<file path="src/rtl/rd_writeback_register_file_pkg.sv">
`default_nettype none
// ============================================================================
// Module      : rd_writeback_register_file_pkg
// Description : Shared constants and types for the rd writeback register
//               file: default widths, index/word types and the clear FSM
//               state encoding.
// Revision    : 1.0 - initial release
// ============================================================================
package rd_writeback_register_file_pkg;

    localparam int DATA_WIDTH_DEFAULT    = 32;
    localparam int ADDRESS_WIDTH_DEFAULT = 5;

    typedef logic [ADDRESS_WIDTH_DEFAULT-1:0] reg_index_t;
    typedef logic [DATA_WIDTH_DEFAULT-1:0]    word_t;

    // Zeroing sweep, then normal operation until the next reset.
    typedef enum logic [0:0] {
        CLEAR = 1'b0,
        READY = 1'b1
    } regfile_state_t;

endpackage : rd_writeback_register_file_pkg
`default_nettype wire

</file>
<file path="src/rtl/rd_writeback_register_file_regfile_read_port.sv">
`default_nettype none
// ============================================================================
// Module      : regfile_read_port
// Description : One registered register-file read port. Forwards a write
//               landing on the same edge (write-first), masks x0 to zero and
//               outputs zero while the file is not yet ready.
// Revision    : 1.0 - initial release
// ============================================================================
module regfile_read_port
    import rd_writeback_register_file_pkg::*;
#(
    parameter int DATA_WIDTH    = DATA_WIDTH_DEFAULT,
    parameter int ADDRESS_WIDTH = ADDRESS_WIDTH_DEFAULT
) (
    input  logic                     clock,
    input  logic                     reset,
    input  logic                     enable_i,
    input  logic [ADDRESS_WIDTH-1:0] read_address_i,
    input  logic                     write_enable_i,
    input  logic [ADDRESS_WIDTH-1:0] write_address_i,
    input  logic [DATA_WIDTH-1:0]    write_data_i,
    input  logic [DATA_WIDTH-1:0]    array_data_i,
    output logic [DATA_WIDTH-1:0]    read_data_o
);

    logic [DATA_WIDTH-1:0] data_q;
    logic [DATA_WIDTH-1:0] data_d;

    // Select read value: zero when disabled or x0, forwarded write data on a
    // same-edge address match, otherwise the stored entry.
    always_comb begin
        data_d = '0;
        if (enable_i && (read_address_i != '0)) begin
            if (write_enable_i && (write_address_i == read_address_i)) begin
                data_d = write_data_i;
            end else begin
                data_d = array_data_i;
            end
        end
    end

    // Output register, cleared by reset.
    always_ff @(posedge clock) begin
        if (reset) begin
            data_q <= '0;
        end else begin
            data_q <= data_d;
        end
    end

    assign read_data_o = data_q;

endmodule : regfile_read_port
`default_nettype wire

</file>
<file path="src/rtl/rd_writeback_register_file.sv">
`default_nettype none
// ============================================================================
// Module      : rd_writeback_register_file
// Description : Integer register file at the end of the rd writeback path.
//               One write port (rd), two registered read ports (rs1, rs2)
//               and a debug read port. A clear FSM zeroes entries 1..N-1
//               after reset so the array needs no bulk reset; x0 is always 0.
// Revision    : 1.0 - initial release
// ============================================================================
module rd_writeback_register_file
    import rd_writeback_register_file_pkg::*;
#(
    parameter int DATA_WIDTH     = DATA_WIDTH_DEFAULT,
    parameter int ADDRESS_WIDTH  = ADDRESS_WIDTH_DEFAULT,
    parameter bit CLEAR_ON_RESET = 1'b1
) (
    input  logic                     clock,
    input  logic                     reset,
    input  logic                     rd_write_enable,
    input  logic [ADDRESS_WIDTH-1:0] rd_address,
    input  logic [DATA_WIDTH-1:0]    rd_data,
    input  logic [ADDRESS_WIDTH-1:0] rs1_address,
    input  logic [ADDRESS_WIDTH-1:0] rs2_address,
    output logic [DATA_WIDTH-1:0]    rs1_data,
    output logic [DATA_WIDTH-1:0]    rs2_data,
    input  logic [ADDRESS_WIDTH-1:0] debug_address,
    output logic [DATA_WIDTH-1:0]    debug_data,
    output logic                     ready,
    output logic                     write_ignored
);

    localparam int                     NUM_ENTRIES = 2 ** ADDRESS_WIDTH;
    localparam int                     NUM_PORTS   = 3;
    localparam logic [ADDRESS_WIDTH-1:0] LAST_INDEX  = '1;
    localparam logic [ADDRESS_WIDTH-1:0] FIRST_INDEX = {{(ADDRESS_WIDTH-1){1'b0}}, 1'b1};
    localparam regfile_state_t         RESET_STATE = CLEAR_ON_RESET ? CLEAR : READY;

    // Storage: no reset, zeroed by the sweep instead.
    logic [DATA_WIDTH-1:0] mem_q [NUM_ENTRIES];

    regfile_state_t             state_q;
    regfile_state_t             state_d;
    logic [ADDRESS_WIDTH-1:0]   clear_index_q;
    logic [ADDRESS_WIDTH-1:0]   clear_index_d;
    logic                       write_ignored_q;
    logic                       write_ignored_d;

    logic                       user_write;
    logic                       mem_we;
    logic [ADDRESS_WIDTH-1:0]   mem_waddr;
    logic [DATA_WIDTH-1:0]      mem_wdata;
    logic                       ports_enabled;

    logic [ADDRESS_WIDTH-1:0]   port_address [NUM_PORTS];
    logic [DATA_WIDTH-1:0]      port_data    [NUM_PORTS];

    // State register: sweep position, FSM state and the drop-notification pulse.
    always_ff @(posedge clock) begin
        if (reset) begin
            state_q         <= RESET_STATE;
            clear_index_q   <= FIRST_INDEX;
            write_ignored_q <= 1'b0;
        end else begin
            state_q         <= state_d;
            clear_index_q   <= clear_index_d;
            write_ignored_q <= write_ignored_d;
        end
    end

    // Next state: advance the sweep and leave CLEAR after the last entry.
    always_comb begin
        state_d         = state_q;
        clear_index_d   = clear_index_q;
        write_ignored_d = 1'b0;
        if (state_q == CLEAR) begin
            clear_index_d   = clear_index_q + 1'b1;
            write_ignored_d = rd_write_enable;
            if (clear_index_q == LAST_INDEX) begin
                state_d = READY;
            end
        end
    end

    // Outputs: share the single array write port between the sweep and rd.
    always_comb begin
        ports_enabled = (state_q == READY);
        user_write    = ports_enabled && rd_write_enable && (rd_address != '0);
        mem_we        = 1'b0;
        mem_waddr     = rd_address;
        mem_wdata     = rd_data;
        if (state_q == CLEAR) begin
            mem_we    = 1'b1;
            mem_waddr = clear_index_q;
            mem_wdata = '0;
        end else if (user_write) begin
            mem_we    = 1'b1;
        end
    end

    // Array write port.
    always_ff @(posedge clock) begin
        if (mem_we) begin
            mem_q[mem_waddr] <= mem_wdata;
        end
    end

    assign port_address[0] = rs1_address;
    assign port_address[1] = rs2_address;
    assign port_address[2] = debug_address;

    generate
        for (genvar p = 0; p < NUM_PORTS; p++) begin : g_read_port
            regfile_read_port #(
                .DATA_WIDTH    (DATA_WIDTH),
                .ADDRESS_WIDTH (ADDRESS_WIDTH)
            ) u_port (
                .clock           (clock),
                .reset           (reset),
                .enable_i        (ports_enabled),
                .read_address_i  (port_address[p]),
                .write_enable_i  (user_write),
                .write_address_i (rd_address),
                .write_data_i    (rd_data),
                .array_data_i    (mem_q[port_address[p]]),
                .read_data_o     (port_data[p])
            );
        end
    endgenerate

    assign rs1_data      = port_data[0];
    assign rs2_data      = port_data[1];
    assign debug_data    = port_data[2];
    assign ready         = (state_q == READY);
    assign write_ignored = write_ignored_q;

endmodule : rd_writeback_register_file
`default_nettype wire

</file>
<file path="config.mk">
export PLATFORM = sky130hd
export DESIGN_NAME = rd_writeback_register_file
export DESIGN_NICKNAME = d
export VERILOG_FILES = /design/src/rtl/rd_writeback_register_file_pkg.sv /design/src/rtl/rd_writeback_register_file_regfile_read_port.sv /design/src/rtl/rd_writeback_register_file.sv
export SDC_FILE = /design/constraint.sdc
export NUM_CORES = 2
export LEC_CHECK = 0
export BUFFER_PORTS_ARGS = -buffer_cell sky130_fd_sc_hd__buf_2
export CORE_AREA = 5 5 401 305
export CTS_CLUSTER_SIZE = 10
export DETAILED_ROUTE_END_ITERATION = 6
export DIE_AREA = 0 0 406 310
export PLACE_DENSITY = 0.66
export SETUP_SLACK_MARGIN = 0.3
export SLEW_MARGIN = 20
export SYNTH_ARGS = -nofsm -noshare
export SYNTH_HDL_FRONTEND = slang
export SYNTH_SLANG_ARGS = --single-unit
</file>
<file path="constraint.sdc">
create_clock -name clock -period 4 [get_ports clock]
set_input_delay 0.8 -clock clock [delete_from_list [all_inputs] [get_ports clock]]
set_output_delay 0.8 -clock clock [all_outputs]
set_load 0.05 [all_outputs]
</file>
* Word level (Yosys, flattened, before mapping)
Memory sizes are Yosys's and may differ from the RTL's. A register that Yosys moved wholly into a read port is not among the register bits.
Index checks and enable logic that the tools add are counted.
** Storage, ports and cells
- Flip-flop bits (word level) :: 7
- Memory bits (writable) :: 1024
- Input bits :: 55
- Memories :: 1
** Operators by class
- $add $sub $neg :: 1
- Eq/ne operators :: 1
- Muxes and demuxes :: 8
- Bitwise operators :: 3
- Reduce and logical (&&, ||, !) cells :: 13
** Memories
- mem_q :: depth 32, bits a word 32, rd ports 3, clocked after Yosys merged registers in 3, write ports 1, RTL line rd_writeback_register_file.sv:39 : logic [DATA_WIDTH-1:0] mem_q [NUM_ENTRIES];
** Operators with widths (count)
- two-way mux 32 bit :: 1
- nonzero test 5 bit :: 4
- OR reduction 2 bit :: 4
- two-way mux 1 bit :: 6
- adder 5 x 1 -> 5 bit, second input constant :: 1
- equality test 5 bit, second input constant :: 1
- logical AND 1 bit :: 5
- two-way mux 5 bit :: 1
- inverter 1 bit :: 3

* Depth between registers and ports, before layout
- Depth in word-level cells :: 6
- Depth in mapped cells :: 10
- Mapped depth without buffers :: 5

* By module
From an unflattened synthesis, not the netlist that was laid out.
** Unflattened totals
- Cells, all modules :: 5107
- Area, all modules :: 62204.7 um^2
** By module, submodules not included
- rd_writeback_register_file :: instances 1, cells an instance 4639, area an instance 58319.7 um^2, seq. area each 30889.6 um^2
- regfile_read_port :: instances 3, cells an instance 156, area an instance 1295.0 um^2, seq. area each 640.6 um^2

* Worst setup path before layout
Ideal clock, no wire load.
- Kind :: input-to-reg
- Start :: input rd_address[1]
- End :: memory mem_q[0][0] (netlist bit) (enable)
- Setup time :: 0.421 ns
- Arrival time :: 2.962 ns
- Setup slack :: 0.616 ns
- Cell stages on the path :: 3
- Path buffers :: 0
- Cells stage by stage :: mux2i_1 nand3_1 nor2_1
** On the way
- Longest elaborated chain between the ends :: 6
- Elaborated cells on any way between the ends :: 7
- Those cells by class :: 5 x mux; 2 x reduce/logical
** Ends and longest elaborated chain
- start, declared :: RTL line rd_writeback_register_file.sv:20 : input logic [ADDRESS_WIDTH-1:0] rd_address,
- nonzero test 5 bit :: RTL line rd_writeback_register_file.sv:87 : user_write = ports_enabled && rd_write_enable && (rd_address != '0);
- logical AND 1 bit :: RTL line rd_writeback_register_file.sv:87
- two-way mux 1 bit :: RTL line rd_writeback_register_file.sv:95 : end else if (user_write) begin
- two-way mux 1 bit :: RTL line rd_writeback_register_file.sv:91 : if (state_q == CLEAR) begin
- two-way mux 1 bit :: RTL line rd_writeback_register_file.sv:102 : if (mem_we) begin
- two-way mux 1 bit (implied by the code) :: RTL line rd_writeback_register_file.sv:103 : mem_q[mem_waddr] <= mem_wdata;
- end, declared :: RTL line rd_writeback_register_file.sv:39
Several ways; a longest one is shown, not always the timed one.

* Worst setup path after layout
- Start :: register state_q (netlist: ready)
- End :: memory mem_q[12][3] (netlist bit) (enable)
** On the way
- Longest elaborated chain between the ends :: 6
- Elaborated cells on any way between the ends :: 7
- Those cells by class :: 5 x mux; 2 x reduce/logical
** Ends and longest elaborated chain
- start, declared :: RTL line rd_writeback_register_file.sv:41 : regfile_state_t state_q;
- start signal, assigned :: RTL line rd_writeback_register_file.sv:64 : state_q <= state_d;
- logical AND 1 bit (2 in a row) :: RTL line rd_writeback_register_file.sv:87
- two-way mux 1 bit :: RTL line rd_writeback_register_file.sv:95
- two-way mux 1 bit :: RTL line rd_writeback_register_file.sv:91
- two-way mux 1 bit :: RTL line rd_writeback_register_file.sv:102
- two-way mux 1 bit (implied by the code) :: RTL line rd_writeback_register_file.sv:103
Several ways; a longest one is shown, not always the timed one.

==> results by group <==
Outcome
  – Outcome: finished with violations
  – Failing checks: design-rule violations

Job
  – Max-cap viol count: 0

Yosys
  – Post-synth top area share: 52.6%
  – Synthesis-stage register bit count: 1127
  – Sequential share of the synthesized area: 56.1%
  – Area contributors post-synth: edfxtp_1 53%, mux4_2 23%, dfxtp_1 3.5%
  – Ys Warns: 0
  – Most used DFF post-synth: edfxtp_1
  – Ys async rst share: 0%
  – Syn Area/Cell: about 17 um^2
  – Number of enable flip-flop cells after synthesis: a little over 1000
  – Synth unique cells: 58
  – Cell taking the most area after synthesis: edfxtp_1
  – Cells after Synth: roughly 3400
  – Post-Syn Area: 58500 um^2
  – Syn_nets: 3430

Global routing
  – Vias in the first global route: 40300
  – GR peak layer: met1
  – Grt met1 use: 49.2%
  – First-pass GRT wire length: 313000 um
  – Remaining Overflow, GRT: 0
  – Total GRT Usage: 35.7%
  – M2 GR Usage: 48.8%
  – GRT met3 Usage: between 15 and 20%
  – Initial antenna violation count: 10
  – Largest net degree at the start of global routing: 54

Clock network
  – CTS buffer count: ~130
  – Root Buffer: clkbuf_16
  – Clock Latency Late Sink: 0.77 ns
  – Htree depth: 4
  – Post_cts resized: 0
  – Clock transition at path regs: 0.05 ns
  – CTS tree: yes
  – Clock tree buffer depth: 3
  – Setup repair bufs after CTS: 0
  – Post-CTS Hold Buffers: 0
  – Clock Sinks: 1127

Die
  – Die Y: around 310 um
  – CORE AREA: 118000 um^2
  – Die X-Extent: 406 um
  – Starting Density: between 40% and 50%
  – Row Count: 110
  – Io pins: 153
  – Die area: 126000 um^2

Hold path
  – HP Class: input port to flop

STA
  – Final period utilization: about nine tenths
  – Final setup viols: 0
  – Slew @ Worst Pin: 1.27 ns
  – Max-slew headroom: roughly 15%
  – RSZ-0062 raised after global routing: no
  – Max-slew violations: 0
  – Final Hold Viols: 0
  – Clk_skew: approximately 0.022 ns
  – Fmax: 0.283 GHz
  – Fin Setup TNS: 0 ns
  – Crit path time final: 3.54 ns

Finish
  – Area Overhead vs Synth: 13.8%
  – Non-Filler Instances: 5273
  – Filler cell count: 8910
  – Cell area after layout: 66600 um^2
  – Most frequent cells in the layout: 1024 x edfxtp_1, 604 x mux4_2, 199 x mux2i_1, 196 x buf_4, 183 x o22ai_1
  – Commonest non-fill, non-tap cell in the layout: edfxtp_1
  – Layout cells sized above 1: 38.0%
  – Nets: 3664

Worst setup path
  – Worst Path Arrival: 3.99 ns
  – Crit. End Element: flop
  – Max FO, Critical Path: 16
  – Critical Path RT: 4.45 ns
  – Crit path kind: flop to flop
  – Startpoint Class: flop
  – R2R Setup Slk: 0.46 ns

Power and ir drop
  – Leak Pwr: 21.6 nW
  – Worst IR Drop VDD: 0.468 mV
  – Power density cells: 410 nW/um^2

Route
  – Overall routed net length: roughly 230000 um
  – Drt wl/cell: 43.0 um
  – First-iteration detailed-routing DRC count: ~7600
  – Post-route ant nets: 0
  – Via density per instance: between 7 and 8
  – Via count: just over 40000
  – Total iterations of the first detailed-routing run: 7
  – # DRC: 26

Place
  – Placed cell areas: 62700 um^2
  – Port Buffers: roughly 150
  – RD Place Congestion: 0.975
  – DP HPWL: about 150000 um
  – Cell count after placement: 5040
==> Yosys cell counts, drive strengths merged (36+ instances only) <==
master  count
a22o      134
mux2i     202
mux2      125
o22ai     219
a211oi     43
clkbuf    107
mux4      604
buf       202
nand2      42
inv        36
dfxtp     103
a22oi     129
edfxtp   1024
nor2       83
nor3       36
==> metal layers <==
layer	vias to the layer above	wire (um)
met5	-	283
met4	10	11700
met3	788	41800
met2	4411	92700
met1	21300	80300
li1	15100	-
==> registers in the layout, indices dropped and copies added (netlist names) <==
name	flops
g_read_port.u_port.read_data_o	96
clear_index_q	5
ready	1
mem_q	1024
write_ignored	1
==> kinds of logic (layout without fill, tap and decap cells) <==
logic type / Yosys count / in the layout / share of synthesized area, %
flops: 1127 / 1127 / 56.1
buf+inv: 345 / 667 / 3.01
fa+ha+maj: 2 / 2 / 0.0428
xor+xnor: 18 / 18 / 0.270
compound gates: 649 / 649 / 8.55
other cells: 0 / 10 / 0
mux: 931 / 931 / 29.2
simple gates: 301 / 301 / 2.85
==> critical path: stages, from the launching register on <==
cell	delay (ns)
dfxtp_2	0.57
mux2i_1	0.79
nand3_1	0.18
buf_4	0.25
buf_4	0.18
nor2_4	0.86
buf_4	0.37
==> final cells by class <==
cell class	instances	area [um^2]	share of cell area [%]
diodes	10	25.0	0.0376
flip-flops and latches	1127	32800	49.3
inverters	36	135	0.203
repair buffers	409	3560	5.34
clock inverters	15	144	0.216
multi-input cells	1901	24300	36.5
clock buffers	207	3670	5.51
well taps	1568	1960	2.95
==> worst paths after layout <==
path / from / to / cells after the start
worst max-delay path: ready$_SDFF_PP0_ / mem_q[12][3]$_DFFE_PP_ / 6
worst min-delay path: reset / clear_index_q[3]$_SDFFE_PP0N_ / 2
worst max register to register: ready$_SDFF_PP0_ / mem_q[12][3]$_DFFE_PP_ / 6
worst min register to register: clear_index_q[4]$_SDFFE_PP0N_ / clear_index_q[4]$_SDFFE_PP0N_ / 2
==> power breakdown <==
| group | leakage, nW | internal [mW] | switching [mW] |
|---|---|---|---|
| sequential | 9.87 | 12.9 | 0.144 |
| clock | 1.83 | 6.28 | 4.88 |
| combinational | 9.93 | 1.27 | 1.82 |
| total | 21.6 | 20.4 | 6.84 |
==> per-stage QoR <==
step           worst slack (ns)  power, mW  utilization [%]  hold WS, ns
2_1_floorplan             0.616       15.0                -        0.492
3_3_place_gp              0.301       16.2             52.9        0.510
3_5_place_dp              0.397       16.2             53.0        0.542
4_1_cts                   0.685       27.2             56.2        0.280
5_1_grt                   0.515       27.9             56.2        0.337
6_report                  0.461       27.3             56.3        0.331
No activity file was read; power rests on OpenSTA's default activity.
